<file path="config.mk">
export PLATFORM = sky130hd
export DESIGN_NAME = second_pulse_gen
export DESIGN_NICKNAME = d
export VERILOG_FILES = /design/src/rtl/second_pulse_gen.sv
export SDC_FILE = /design/constraint.sdc
export NUM_CORES = 1
export LEC_CHECK = 0
export CELL_PAD_IN_SITES_DETAIL_PLACEMENT = 1
export CELL_PAD_IN_SITES_GLOBAL_PLACEMENT = 1
export CORE_ASPECT_RATIO = 0.75
export CORE_MARGIN = 1.5
export CORE_UTILIZATION = 35
export DETAILED_ROUTE_END_ITERATION = 8
export HOLD_SLACK_MARGIN = 0.08
export MAX_ROUTING_LAYER = met4
export PLACE_DENSITY_LB_ADDON = 0.1
export SLEW_MARGIN = 5
export SYNTH_ARGS = -nofsm -noshare
export SYNTH_HDL_FRONTEND = slang
export SYNTH_SLANG_ARGS = --single-unit
</file>
<file path="constraint.sdc">
create_clock -name clk -period 2.7 [get_ports clk]
set_clock_uncertainty 0.2 [all_clocks]
set_input_delay 0.405 -clock clk [delete_from_list [all_inputs] [get_ports clk]]
set_output_delay 0.405 -clock clk [all_outputs]
set_load 0.01 [all_outputs]
</file>
<file path="src/rtl/second_pulse_gen.sv">
// One-second tick generator: divides clk by N (CLK_HZ, or FAST_DIV in fast mode) into a
// one-cycle pulse, a 50 % blink square wave and a wrapping seconds counter.
module second_pulse_gen #(
  parameter int unsigned CLK_HZ   = 50000000,
  parameter int unsigned FAST_DIV = 10,
  parameter int unsigned MAX_SEC  = 59
) (
  input  logic       clk,
  input  logic       rst,
  input  logic       en,
  input  logic       fast,
  input  logic       sync_clear,
  output logic       pulse_1s,
  output logic       blink,
  output logic [5:0] sec_count
);

  localparam int unsigned CntW = (CLK_HZ > 2) ? $clog2(CLK_HZ) : 1;

  localparam logic [CntW-1:0] FullTop  = CntW'(CLK_HZ - 1);
  localparam logic [CntW-1:0] FastTop  = CntW'(FAST_DIV - 1);
  localparam logic [CntW-1:0] FullHalf = CntW'(CLK_HZ / 2 - 1);
  localparam logic [CntW-1:0] FastHalf = CntW'(FAST_DIV / 2 - 1);
  localparam logic [5:0]      SecTop   = 6'(MAX_SEC);

  logic [CntW-1:0] div_cnt_q, div_cnt_d;
  logic            pulse_q, pulse_d;
  logic            blink_q, blink_d;
  logic [5:0]      sec_q, sec_d;

  logic [CntW-1:0] top;
  logic [CntW-1:0] half;
  logic            wrap;

  assign top  = fast ? FastTop : FullTop;
  assign half = fast ? FastHalf : FullHalf;
  // >= so a switch into fast mode past the short terminal count wraps at once.
  assign wrap = (div_cnt_q >= top);

  always_comb begin
    div_cnt_d = div_cnt_q;
    pulse_d   = 1'b0;
    blink_d   = blink_q;
    sec_d     = sec_q;
    if (sync_clear) begin
      div_cnt_d = '0;
      blink_d   = 1'b0;
      sec_d     = '0;
    end else if (en) begin
      if (wrap) begin
        div_cnt_d = '0;
        pulse_d   = 1'b1;
        blink_d   = 1'b1;
        sec_d     = (sec_q == SecTop) ? 6'd0 : sec_q + 6'd1;
      end else begin
        div_cnt_d = div_cnt_q + 1'b1;
        if (div_cnt_q == half) begin
          blink_d = 1'b0;
        end
      end
    end
  end

  always_ff @(posedge clk) begin
    if (rst) begin
      div_cnt_q <= '0;
      pulse_q   <= 1'b0;
      blink_q   <= 1'b0;
      sec_q     <= '0;
    end else begin
      div_cnt_q <= div_cnt_d;
      pulse_q   <= pulse_d;
      blink_q   <= blink_d;
      sec_q     <= sec_d;
    end
  end

  assign pulse_1s  = pulse_q;
  assign blink     = blink_q;
  assign sec_count = sec_q;

endmodule

</file>
; After elaboration in Yosys (flattened, before gate mapping)
; Index checks and enable logic that the tools add are counted.
[word_totals]
input_bits = 5
out_inout_bits = 8
word_cells = 22
register_bits = 34
[classes]
n_eq_ne = 2
n_reduce_logical = 5
bitwise_logic = 1
order_cmp = 1
mux = 7
add_sub_neg = 2
[op_table]
columns = operator, n
row1 = 2-to-1 mux 26 bit, 2
row2 = adder 26 x 1 -> 26 bit (second input constant), 1
row3 = == test 26 x 25 -> 1 bit, 1
row4 = greater-or-equal comparator 26 bit, 1
row5 = 2-to-1 mux 25 bit, 1
row6 = adder 6 x 1 -> 6 bit (second input constant), 1
row7 = == test 6 bit (second input constant), 1
row8 = 2-to-1 mux 6 bit, 1
row9 = AND reduction 2 bit, 2
row10 = 2-to-1 mux 1 bit, 3
row11 = OR reduction 3 bit, 1
row12 = nonzero test 2 bit, 1
row13 = OR reduction 2 bit, 1
row14 = NOT 1 bit, 1

; Longest topological paths before layout
; Gate-level depths: netlist of the first run.
[logic_depth]
word_depth = 4
mapped_depth = 8
mapped_depth_nobuf = 7

; Least setup slack after synthesis of the first run
; Ideal clock, no wire load.
[synth_timing]
kind = input to register
from = input fast
to = register sec_q[5], in the netlist sec_count[5]
stages = 8
t_arrival_ps = 2121
setup_time_ps = 88
required_ps = 2412
n_path_buf = 1
path_slack_ps = 291
path_cell_list = ha_1 > nand4b_4 > or4_4 > a31oi_4 > o31a_4 > buf_8 > a21oi_2 > a311oi_2
[synth_between]
elab_chain_cells = 3
[synth_rtl]
columns = element, line
row1 = start: declaration, 11  ; input logic fast,
row2 = 2-to-1 mux 26 bit, 35  ; assign top = fast ? FastTop : FullTop;
row3 = greater-or-equal comparator 26 bit, 38  ; assign wrap = (div_cnt_q >= top);
row4 = AND reduction 2 bit (no line), n/a
row5 = end signal: assignment, 69  ; sec_q <= '0;
row6 = end signal: assignment, 74  ; sec_q <= sec_d;
row7 = end: declaration, 29  ; logic [5:0] sec_q, sec_d;
; No other way between the ends.
; A chain may end at the register's enable or synchronous reset.

; Worst setup path after layout of the first run
[layout_timing]
from = input fast
to = register sec_q[4], in the netlist sec_count[4]
; Same word-level chain as after synthesis.

==> impl_metrics.csv, run 1 <==
group,metric,value,unit
outcome,outcome,"completed",
timing,worst_slew_pin_slew,854.2,ps
cells_and_area,final_cell_area,2700,sq um
hold_path,hp-class,"flop to flop",
timing,finalSetupViolations,0,
clock_network,numCtsBuffers,5,
hold_path,hold_path_depth,1,
setup_path,critPathKind,"primary input to flop",
drt,post_drt_wl_per_cell,17.54,um
synthesis,syn_inst,233,
drt,vias,1908,
cells_and_area,areaGrowthSynthToFinish,26.27,%
power_and_ir_drop,p_leak,0.001018,uW
timing,finalCriticalPeriod,2542,ps
synthesis,async_reset_ff_share,0,%
setup_path,cp_cell_sequence,"clkbuf_2, buf_4, ha_1, nand4_1, buf_4, a211o_1, a31oi_2, o31a_4, buf_12, a41oi_1, a311oi_1",
place,place_hpwl,4292,um
drt,wirelength,6157,um
timing,fmax,0.3934,GHz
timing,max-slew-margin-rel,43.06,%
synthesis,avgSynthCellArea,9.177,sq um
clock_network,clockBufferDepth,2,
timing,hold_viol_final,0,
cells_and_area,diodes,0,
setup_path,worstReg2RegStart,"div_cnt_q[14]",
global_route,grt_max_degree,35,
die,start_util,36.52,%
setup_path,crit_path_top_delay_cell,"a211o_1",
place,routabilityCongestion,0.7781,
setup_path,max_stage_delay,300,ps
setup_path,worstSetupStartpointType,"primary input",
drt,firstDrtPassIters,4,
synthesis,synth-seq-cells,34,
die,num_rows,24,
synthesis,synth_edf_count,0,
die,io_pins,13,
clock_network,cts_root_buffer,"clkbuf_8",
timing,fin_ws,158.0,ps
drt,avgViaCountPerCell,5.436,
setup_path,cp.required,2700,ps
clock_network,cts_tree,"done",
setup_path,crit_buf_inv,4,
setup_path,r2r_setup_slack,210,ps
die,core,5856,sq um
cells_and_area,layout_commonest_cell,"dfxtp_1",
timing,drv_slew,0,
synthesis,synth.distinct_cells,46,
drt,drtIter0Drc,58,
setup_path,end_kind,"flop",
hold_path,hold_start,"sec_count[4]",
setup_path,crit_top_cell,"buf_4",
cells_and_area,fin_nets,295,
clock_network,clk_latency,290,ps
global_route,grt_pass1_vias,1888,
place,place_area,2477,sq um
die,die_y,70.69,um
run,cap_violations,0,
synthesis,yosysWarnings,0,
synthesis,syn_nets,256,
clock_network,cts_max_level,2,
global_route,grt_pass1_wl,10320,um
setup_path,r2r_end,"sec_count[4]",
clock_network,cts_hold_buf,0,
setup_path,crit_fanout,5,
global_route,track_usage,20.68,%
drt,ant_nets,0,
timing,post-route-period-util,94.15,%
drt,drc,0,
global_route,gr-total-overflow,0,
power_and_ir_drop,ir_worst_vdd,291.7,uV
timing,rsz0062_at_grt,"false",
setup_path,path_delay_family,"compound AO/OA/AOI/OAI gates",
place,numPortBuffers,12,
setup_path,worstRegToRegCells,9,
die,dieWidth,93.26,um
die,design.die.area,6592,sq um
synthesis,seq_area_frac_synth,31.83,%
synthesis,synth_top_flop_cell,"dfxtp_1",
hold_path,holdPathEnd,"sec_count[4]",
place,dp_slack,-476.3,ps
clock_network,cts.sinks,34,
global_route,antenna_found_initial,0,
synthesis,syn_area,2138,sq um
clock_network,clk_pin_slew,80,ps
cells_and_area,drive_gt1_share,24.54,%
setup_path,arrival,2540,ps
power_and_ir_drop,cellPowerDensity,366.3,nW/um^2
cells_and_area,mostFrequentLayoutCells,"dfxtp_1, buf_4, nand3_1, nand2_1, nor3_1",
metrics by stage:
step	setup TNS [ps]	utilization, %	power [uW]	cells	hold slack (ps)
after floorplan	0	-	549.5	233	293.4
after global placement	-13150	42.31	578.7	336	307.1
after detailed placement	-14450	42.31	580.4	336	321.4
after CTS	0	45.88	997.0	351	331.6
after global routing	0	46.11	1029	351	348.2
final	0	46.11	989.1	351	328.4
Yosys cell counts, types with 2 or more instances:
| cell type | n | area share [%] |
|---|---|---|
| dfxtp_1 | 34 | 32 |
| nand3_1 | 19 | 4.4 |
| ha_1 | 18 | 11 |
| nand2_1 | 18 | 3.2 |
| nor3_1 | 18 | 4.2 |
| xor2_1 | 14 | 5.7 |
| nor3_2 | 11 | 5.1 |
| a21oi_1 | 8 | 1.9 |
| and3_1 | 8 | 2.3 |
| nand4_1 | 8 | 2.3 |
| clkbuf_1 | 7 | 1.2 |
| xnor2_1 | 7 | 2.9 |
| nor2_1 | 6 | 1.1 |
| a211o_1 | 4 | 1.6 |
| a31oi_1 | 4 | 1.2 |
| inv_1 | 4 | 0.70 |
| a311oi_1 | 3 | 1.2 |
| a41oi_1 | 3 | 1.2 |
| nor4b_1 | 3 | 1.2 |
| a311oi_2 | 2 | 1.4 |
| and2_1 | 2 | 0.59 |
| and4_1 | 2 | 0.82 |
| buf_2 | 2 | 0.47 |
| nand3b_1 | 2 | 0.70 |
| nand4bb_1 | 2 | 1.1 |
| o21ai_0 | 2 | 0.47 |
| o41ai_1 | 2 | 0.82 |
| or3_1 | 2 | 0.59 |
per-layer routing:
metal | global-route usage, % | vias to the layer above | wire [um] | part of all wire (%)
li1 | - | 962 | - | -
met4 | 5.051 | 0 | 47 | 0.76
met3 | 3.871 | 5 | 89 | 1.4
met5 | - | - | 0 | 0
met2 | 26.57 | 7 | 2497 | 41
met1 | 32.30 | 934 | 3523 | 57
worst reg2reg max path: stages, from the launching register on:
cell,delay [ps]
dfxtp_1,350
ha_1,290
nand4_1,170
buf_4,180
a211o_1,300
a31oi_2,280
o31a_4,220
buf_12,110
a41oi_1,110
a311oi_1,210
cells by family after synthesis:
kind of cell               count (synthesis)  synth area share (%)
and+or+nand+nor                          107                 30.78
AOI/OAI and AO/OA                         36                 13.99
DFF                                       34                 31.83
xor gates and xnor gates                  21                 8.602
adders and majority gates                 18                 10.53
buffers and inverters                     16                 3.803
muxes                                      1                0.4681
layout make-up:
| cell class | count | area, sq um |
|---|---|---|
| multi-input cells | 183 | 1429 |
| repair buffers | 44 | 382.9 |
| clock buffers | 6 | 82.58 |
| flip-flops and latches | 34 | 680.7 |
| clock inverters | 2 | 12.51 |
| fillers | 686 | 3156 |
| well taps | 78 | 97.59 |
| inverters | 4 | 15.01 |
state kept, by name, indices dropped and copies added, names as in the netlist:
| name | cells |
|---|---|
| blink | 1 |
| div_cnt_q | 26 |
| pulse_1s | 1 |
| sec_count | 6 |
worst max path at each step:
stage / slack [ps] / depth (start not counted) / end / start
3_5_place_dp: -480 / 10 / sec_count[3] / fast
6_report: 160 / 11 / sec_count[4] / fast
2_1_floorplan: 290 / 8 / sec_count[5] / fast
5_1_grt: 50 / 11 / sec_count[3] / fast
4_1_cts: 2 / 10 / sec_count[4] / fast
3_3_place_gp: -430 / 10 / sec_count[3] / fast
report_power, final:
group | switching (uW) | internal (uW)
logic | 40.4 | 33.4
registers | 1.85 | 502
clock network | 206 | 205
what timing repair did:
action | 4_1_cts | 5_1_grt
cloned | 1 | 0
setup buffers | 6 | 0
pin swaps | 3 | 5
setup endpoints to repair | 33 | 33
gates resized for setup | 9 | 7
No activity file was read; power rests on OpenSTA's default activity.
==> run 2: changes to the inputs <==
Settings changed: CELL_PAD_IN_SITES_DETAIL_PLACEMENT 1 to 0, CELL_PAD_IN_SITES_GLOBAL_PLACEMENT 1 to 2, TNS_END_PERCENT from default to 20.
==> run 2 against run 1 <==
Against the previous run:
- sequential share of layout area fell by 1.1 points
- register-to-register slack worse by 70 ps
- core utilization increased by 2.1 points
- largest power group unchanged
- sequential cell count is the same
- routed wire length is 2.5% lower
- first-iteration DRC count up 59%
- final cell count grew 1.1%
- via count rose by 2.2%
- largest cell class unchanged
==> impl_metrics.csv, run 2 (synthesized netlist as in run 1, its figures left out) <==
group,metric,value,unit
cells_and_area,mostFrequentLayoutCells,"dfxtp_1, buf_4, nand3_1, nand2_1, nor3_1",
drt,drc,0,
timing,hold_viol_final,0,
cells_and_area,diodes,0,
timing,worst_slew_pin_slew,818.0,ps
drt,post_drt_wl_per_cell,16.91,um
global_route,grt_use_met2,25.93,%
clock_network,cts_root_buffer,"clkbuf_8",
setup_path,crit_path_top_delay_cell,"or4_4",
global_route,antenna_found_initial,0,
clock_network,clk_pin_slew,70,ps
setup_path,worstSetupStartpointType,"primary input",
cells_and_area,final_util,48.23,%
cells_and_area,top_register,"div_cnt_q",
drt,drtIter0Drc,92,
setup_path,crit_buf_inv,2,
global_route,gr-total-overflow,0,
timing,drv_slew,0,
cells_and_area,drive_gt1_share,26.35,%
cells_and_area,areaGrowthSynthToFinish,32.07,%
cells_and_area,layout_commonest_cell,"dfxtp_1",
die,core,5856,sq um
drt,avgViaCountPerCell,5.493,
die,start_util,36.52,%
setup_path,arrival,2640,ps
setup_path,worstReg2RegStart,"div_cnt_q[19]",
clock_network,cts_tree,"done",
place,routabilityCongestion,0.7844,
power_and_ir_drop,cellPowerDensity,375.6,nW/um^2
timing,rsz0062_at_grt,"false",
cells_and_area,largest_reg_flops,26,
drt,ant_nets,0,
setup_path,startpoint,"fast",
setup_path,crit_fanout,7,
die,dieWidth,93.26,um
clock_network,cts.sinks,34,
global_route,track_usage,20.23,%
die,io_pins,13,
cells_and_area,final_cells,355,
cells_and_area,fin_nets,299,
place,placed_cells_incl_taps,340,
global_route,grt_pass1_vias,1833,
setup_path,max_stage_delay,590,ps
global_route,grt_pass1_wl,9867,um
drt,vias,1950,
setup_path,critPathKind,"primary input to flop",
die,num_rows,24,
place,place_hpwl,3950,um
clock_network,numCtsBuffers,5,
timing,finalCriticalPeriod,2645,ps
hold_path,hp-class,"flop to flop",
setup_path,end_kind,"flop",
global_route,grt_use_met3,3.871,%
timing,post-route-period-util,97.96,%
global_route,grt.busiest_layer,"met1",
hold_path,hold_start,"sec_count[5]",
outcome,outcome,"completed",
global_route,grt_max_degree,35,
die,design.die.area,6592,sq um
drt,wirelength,6004,um
timing,max-slew-margin-rel,45.47,%
clock_network,cts_max_level,2,
run,cap_violations,0,
power_and_ir_drop,p_leak,0.001076,uW
die,die_y,70.69,um
place,numPortBuffers,12,
setup_path,cp_cell_sequence,"buf_2, buf_12, ha_1, nand4_1, or4_4, a31oi_4, o31a_4, a41oi_2, a311oi_1",
setup_path,cp.required,2690,ps
global_route,met1_usage,31.73,%
clock_network,clockBufferDepth,2,
drt,firstDrtPassIters,4,
setup_path,path_delay_family,"compound AO/OA/AOI/OAI gates",
timing,fmax,0.3781,GHz
power_and_ir_drop,total_power,1061,uW
power_and_ir_drop,ir_worst_vdd,229.0,uV
timing,finalSetupViolations,0,
clock_network,clk_latency,290,ps
[run 2: changes by cell type in the layout (fill, tap and decap cells not counted), sizes merged]
cell      delta
o31a         +1
buf          +4
bufinv       +1
clkinv       -1
clkinvlp     -1
[run 2: final timing paths]
check	end	slack (ps)	cells past startpoint
min	sec_count[5]	350	1
max	sec_count[4]	60	9
min reg2reg	sec_count[5]	350	1
max reg2reg	sec_count[4]	140	7
[run 2: area by class of cell]
type	count	area, sq um
Clock buffer	7	76.32
Tap cell	78	97.59
Fill cell	554	3032
Clock inverter	1	30.03
Multi-Input combinational cell	184	1498
Timing Repair Buffer	47	426.7
Sequential cell	34	680.7
Inverter	4	15.01
[run 2: power by group]
group,internal [uW],switching [uW]
combinational,39.7,42.6
clock,276,198
sequential,502,1.96
[run 2: per-layer routing]
metal / wire length, um / part of all wire, % / vias up
met5: 0 / 0 / -
met4: 44 / 0.73 / 0
met3: 174 / 2.9 / 5
met2: 2393 / 40 / 22
met1: 3392 / 56 / 952
li1: - / - / 971
[run 2: metrics by stage]
step                setup TNS [ps]  setup slack (ps)  hold slack, ps  instance area, sq um
floorplan                        0             290.6           293.4                  2138
global placement            -13490            -464.2           297.1                  2532
detailed placement          -14910            -540.6           314.9                  2532
CTS                              0             39.22           330.4                  2804
global route                     0             25.57           382.2                  2824
finish                           0             55.03           346.3                  2824
[run 2: what timing repair did]
item	CTS	global route
buffers inserted	5	0
pin swaps	6	6
setup endpoints to repair	34	10
hold buffers	0	0
cloned	2	0
gates resized for setup	12	8
[run 2: worst reg2reg max path, delay by kind of cell, from the launching register on]
kind	cells	cell delay, ps
flops	1	350
fa+ha+maj	1	310
compound gates	4	890
simple gates	2	730
